==> config.mk <==
export PLATFORM = sky130hd
export DESIGN_NAME = game_controller
export DESIGN_NICKNAME = d
export VERILOG_FILES = /design/src/rtl/breakout_pkg.sv /design/src/rtl/game_controller_frame_timer.sv /design/src/rtl/game_controller.sv
export SDC_FILE = /design/constraint.sdc
export NUM_CORES = 1
export LEC_CHECK = 0
export ABC_AREA = 1
export BUFFER_PORTS_ARGS = -buffer_cell sky130_fd_sc_hd__buf_2
export CAP_MARGIN = 25
export CORE_ASPECT_RATIO = 0.75
export CORE_MARGIN = 1
export CORE_UTILIZATION = 45
export CTS_CLUSTER_SIZE = 40
export DETAILED_ROUTE_END_ITERATION = 16
export GPL_TIMING_DRIVEN = 0
export PLACE_DENSITY = 0.66
export SYNTH_ARGS = -nofsm -noshare
export SYNTH_HDL_FRONTEND = slang
export SYNTH_SLANG_ARGS = --single-unit
==> constraint.sdc <==
create_clock -name clk -period 2.45 [get_ports clk]
set_input_delay 0.1225 -clock clk [delete_from_list [all_inputs] [get_ports clk]]
set_output_delay 0.1225 -clock clk [all_outputs]
set_load 0.005 [all_outputs]
==> src/rtl/breakout_pkg.sv <==
// breakout_pkg: state encoding, widths and default game parameters shared by the breakout blocks.
package breakout_pkg;
    localparam int STATE_W          = 3;
    localparam int LIVES_DEF        = 3;
    localparam int SERVE_FRAMES_DEF = 120;
    localparam int HOLD_FRAMES_DEF  = 180;
    typedef enum logic [STATE_W-1:0] {
        ST_IDLE  = 3'd0,
        ST_SERVE = 3'd1,
        ST_PLAY  = 3'd2,
        ST_PAUSE = 3'd3,
        ST_OVER  = 3'd4,
        ST_WIN   = 3'd5
    } state_t;
    function automatic int max_int(input int a, input int b);
        return (a > b) ? a : b;
    endfunction
endpackage

==> src/rtl/game_controller_frame_timer.sv <==
// frame_timer: saturating frame_tick counter, cleared synchronously by clear.
module frame_timer #(
    parameter int W = 8
) (
    input  logic         clk,
    input  logic         rst,
    input  logic         clear,
    input  logic         tick,
    output logic [W-1:0] count
);
    always_ff @(posedge clk or negedge rst)
        if (!rst) count <= '0;
        else if (clear) count <= '0;
        else if (tick && count != '1) count <= count + 1'b1;
endmodule

==> src/rtl/game_controller.sv <==
// game_controller: breakout sequencer owning lives and win/lose; GAME_AUTO_SERVE_EN enables auto-launch from SERVE.
module game_controller
    import breakout_pkg::*;
#(
    parameter int LIVES        = LIVES_DEF,
    parameter int SERVE_FRAMES = SERVE_FRAMES_DEF,
    parameter int HOLD_FRAMES  = HOLD_FRAMES_DEF
) (
    input  logic               clk,
    input  logic               rst,
    input  logic               frame_tick,
    input  logic               btn_left,
    input  logic               btn_right,
    input  logic               btn_pause,
    input  logic               brick_hit,
    input  logic               all_cleared,
    input  logic               ball_lost,
    output logic [STATE_W-1:0] state_o,
    output logic               paddle_en,
    output logic               ball_hold,
    output logic               ball_run,
    output logic               field_reload,
    output logic               score_inc,
    output logic [2:0]         lives,
    output logic               game_over,
    output logic               game_won
);
    localparam int CNT_W = $clog2(max_int(SERVE_FRAMES, HOLD_FRAMES) + 1);
    state_t           state, state_nx;
    logic [2:0]       btn_q, btn_edge;
    logic [CNT_W-1:0] cnt;
    logic             press, launch, pause_edge, auto_go, hold_done;
    assign btn_edge   = {btn_pause, btn_right, btn_left} & ~btn_q;
    assign press      = |btn_edge;
    assign launch     = |btn_edge[1:0];
    assign pause_edge = btn_edge[2];
    assign hold_done  = cnt >= CNT_W'(HOLD_FRAMES);
`ifdef GAME_AUTO_SERVE_EN
    assign auto_go    = frame_tick && cnt >= CNT_W'(SERVE_FRAMES);
`else
    assign auto_go    = 1'b0;
`endif
    frame_timer #(.W(CNT_W)) u_timer (
        .clk   (clk),
        .rst   (rst),
        .clear (state_nx != state),
        .tick  (frame_tick),
        .count (cnt)
    );
    always_comb begin
        state_nx = state;
        case (state)
            ST_IDLE:  state_nx = press ? ST_SERVE : ST_IDLE;
            ST_SERVE: state_nx = (launch || auto_go) ? ST_PLAY : ST_SERVE;
            ST_PLAY:  state_nx = all_cleared ? ST_WIN :
                                 ball_lost   ? (lives <= 3'd1 ? ST_OVER : ST_SERVE) :
                                 pause_edge  ? ST_PAUSE : ST_PLAY;
            ST_PAUSE: state_nx = pause_edge ? ST_PLAY : ST_PAUSE;
            ST_OVER,
            ST_WIN:   state_nx = (press && hold_done) ? ST_IDLE : state;
            default:  state_nx = ST_IDLE;
        endcase
    end
    always_ff @(posedge clk or negedge rst)
        if (!rst) begin
            state        <= ST_IDLE;
            btn_q        <= '0;
            lives        <= 3'(LIVES);
            field_reload <= 1'b0;
            score_inc    <= 1'b0;
        end else begin
            state        <= state_nx;
            btn_q        <= {btn_pause, btn_right, btn_left};
            field_reload <= state == ST_IDLE && press;
            score_inc    <= state == ST_PLAY && brick_hit;
            if (state == ST_IDLE && press) lives <= 3'(LIVES);
            else if (state == ST_PLAY && !all_cleared && ball_lost && lives != 3'd0) lives <= lives - 3'd1;
        end
    assign state_o   = state;
    assign paddle_en = state == ST_SERVE || state == ST_PLAY;
    assign ball_hold = state == ST_IDLE || state == ST_SERVE;
    assign ball_run  = state == ST_PLAY;
    assign game_over = state == ST_OVER;
    assign game_won  = state == ST_WIN;
endmodule

==> flow_metrics.env <==
export IMPL_hold_class="in2reg"
export IMPL_synthXorXnorAreaFrac_pct=3.941
export IMPL_finalSetupTns_ns=0
export IMPL_worstSkewPairLatency_ns=0.30
export IMPL_finalSetupViolCount=0
export IMPL_synth_cells=135
export IMPL_rsz0062_at_grt="false"
export IMPL_cap_violations=0
export IMPL_synthDistinctLibCells=26
export IMPL_first_global_vias=834
export IMPL_yosys_area_share_simple_pct=34.01
export IMPL_tritoncts="built"
export IMPL_die_h_um=45.03
export IMPL_die_w_um=59.38
export IMPL_die_area_um2=2674
export IMPL_synth_avg_cell_area_um2=8.230
export IMPL_synth_compound_area_share_pct=5.518
export IMPL_first_pass_iters=4
export IMPL_syn_to_final_growth_pct=19.59
export IMPL_clkSinkCount=19
export IMPL_critPathKind="reg2reg"
export IMPL_num_antenna_cells=0
export IMPL_yosysWarnings=0
export IMPL_crit_top_cell="ha_1"
export IMPL_postRouteWirelength_um=2181
export IMPL_clock_fmax_ghz=0.5661
export IMPL_finClkSkew_ns=0.01257
export IMPL_crit_fanout=6
export IMPL_synth_fa_ha_area_share_pct=5.631
export IMPL_drc=0
export IMPL_final_cell_mix="nand2_1 (26), buf_2 (21), dfrtp_1 (17), inv_1 (15), nor2_1 (12)"
export IMPL_final_common_cell="nand2_1"
export IMPL_design_area_um2=1329
export IMPL_p_leak_nw=0.6660
export IMPL_worstSetupEndpointType="flip-flop"
export IMPL_cts_resized_gates=0
export IMPL_ys_seq_area_share_pct=43.02
export IMPL_power_density_nw_per_um2=841.8
export IMPL_final_hold_violation_count=0
export IMPL_wl_per_cell_um=11.02
export IMPL_setup_ws_ns=0.6836
export IMPL_yosysTopAreaCell="dfrtp_1"
export IMPL_drv_slew=0
export IMPL_final_nets=179
export IMPL_yosys_register_bits=19
export IMPL_pre_cts_slack_ns=0.6872
export IMPL_vias=923
export IMPL_drtAntennaViolNets=0
export IMPL_core_um2=2308
export IMPL_syn_area_um2=1111
export IMPL_numCtsBuffers=3
export IMPL_synth_top_family_by_area="simple AND/OR/NAND/NOR gates"
export IMPL_status="finished clean"
export IMPL_cpPeakStageDelay_ns=0.58
export IMPL_row_count=15
export IMPL_ys_top_cells_by_area="dfrtp_1 (38%), nand2_1 (8.8%), ha_1 (5.6%)"
export IMPL_start_util_pct=48.13
export IMPL_drive_gt1_share_pct=30.49
export IMPL_grt_pass1_wl_um=3553
export IMPL_cts_setup_buffers=0
export IMPL_io_pins=22
export IMPL_io_buffers=21
export IMPL_fin_crit_ns=1.766
export IMPL_crit_path_top_delay_cell="dfstp_2"
export IMPL_viasPerCell=4.662
export IMPL_cp_required_ns=2.68
export IMPL_cts_path_max_buffers=2
export IMPL_placed_area_um2=1259
export IMPL_period_share_pct=72.10
export IMPL_htreeDepth=1
export IMPL_root_buffer="clkbuf_4"
export IMPL_gp_congestion=0.7582
export IMPL_hpwlAfterDp_um=1653
export IMPL_grt_max_degree=20
export IMPL_antenna_found_initial=0
export IMPL_worst_pin_slew_ns=0.4282
export IMPL_arrival_ns=1.99
export IMPL_drt_iter0_markers=31
export IMPL_max_slew_margin_pct=71.45
export IMPL_worstPathCellList="inv_1, ha_1, ha_1, nor4_4, nor2_1, a211oi_1"
export IMPL_yosysTopAreaCellShare_pct=38.29
export IMPL_synthesis_nets=149
export IMPL_synthMuxAreaShare_pct=0
export IMPL_gr_usage_all_layers_pct=18.29
export IMPL_grt_overflow_total=0
export IMPL_peakVddDrop_uv=348.3
export IMPL_cts_clk_slew_worst_paths_ns=0.12
export IMPL_start_kind="flip-flop"
==> cell families (layout without fill, tap and decap cells) <==
| family | after synthesis | after routing |
|---|---|---|
| buffers and inverters | 23 | 52 |
| XOR/XNOR | 5 | 5 |
| adder cells (fa/ha/maj) | 5 | 5 |
| AND/OR/NAND/NOR | 72 | 72 |
| flip-flops | 19 | 19 |
| AO/OA/AOI/OAI | 11 | 11 |
==> critical path, delay by kind of cell, from the launching register on <==
family / cells / cell delay [ns]
adder cells (fa/ha/maj): 2 / 0.43
buffers and inverters: 1 / 0.07
AO/OA/AOI/OAI: 1 / 0.17
flip-flops: 1 / 0.58
AND/OR/NAND/NOR: 2 / 0.43
==> where the power goes <==
group	internal, mW	switching [mW]	total (mW)
Combinational	0.184	0.320	0.505
Sequential	0.378	0.0719	0.450
Clock	0.0622	0.102	0.164
==> state kept, by name, indices dropped and copies added (netlist names) <==
register	cells
state_o	3
field_reload	1
lives	3
score_inc	1
u_timer.count	8
btn_q	3
==> synthesized netlist by cell type <==
| library cell | number |
|---|---|
| nand2_2 | 1 |
| nand4_1 | 2 |
| nor4_4 | 1 |
| o21ai_1 | 4 |
| inv_2 | 5 |
| o21bai_1 | 1 |
| nand2_1 | 26 |
| a21oi_1 | 3 |
| nor3_1 | 5 |
| inv_1 | 15 |
| nor3_2 | 1 |
| xor2_1 | 5 |
| a211oi_1 | 1 |
| clkinv_2 | 1 |
| nand3_1 | 10 |
| nor2_1 | 12 |
| nand3_2 | 2 |
| ha_1 | 5 |
| clkinv_1 | 2 |
| dfstp_2 | 2 |
| nand2_4 | 2 |
| dfrtp_1 | 17 |
| a31oi_1 | 1 |
| nor2_2 | 9 |
| nor2_4 | 1 |
| o21ai_0 | 1 |
==> path summary, 6_finish.rpt <==
| kind | to | start | slack [ns] | cells after the start |
|---|---|---|---|---|
| max | lives[2]$_DFFE_PN0P_ | lives[0]$_DFFE_PN1P_ | 0.68 | 6 |
| min | score_inc$_DFF_PN0_ | brick_hit | 0.02 | 3 |
| max reg2reg | lives[2]$_DFFE_PN0P_ | lives[0]$_DFFE_PN1P_ | 0.68 | 6 |
| min reg2reg | lives[1]$_DFFE_PN1P_ | lives[1]$_DFFE_PN1P_ | 0.57 | 2 |
| max in group asynchronous | lives[0]$_DFFE_PN1P_ | rst | 1.84 | 2 |
| min in group asynchronous | lives[2]$_DFFE_PN0P_ | rst | 0.28 | 2 |
==> stage by stage <==
stage	util, %	std cells	total power, mW	hold WS, ns
2_1_floorplan	-	135	0.7882	-0.1731
3_3_place_gp	54.53	190	0.9387	0.08605
3_5_place_dp	54.53	190	0.9593	0.08938
4_1_cts	57.56	198	1.133	0.01661
5_1_grt	57.56	198	1.200	0.02010
6_report	57.56	198	1.119	0.02455
==> per-layer routing <==
layer	track usage, %	wire, µm	vias to the layer above
li1	-	-	482
met4	4.286	14	0
met5	0	0	-
met3	6.017	105	2
met1	23.68	1112	416
met2	29.89	948	23
==> area by class of cell <==
class | count | area, µm²
Multi-Input combinational cell | 93 | 545.5
Timing Repair Buffer | 25 | 145.1
Sequential cell | 19 | 478.0
Fill cell | 229 | 979.7
Inverter | 23 | 87.58
Clock buffer | 3 | 22.52
Clock inverter | 1 | 7.507
Tap cell | 34 | 42.54
==> timing repair <==
action                                  CTS  global route
hold endpoints to repair                 20             0
endpoints found under the setup margin    0             0
hold buffers                              4             0
Note: power is estimated with default switching activity, not from simulation.
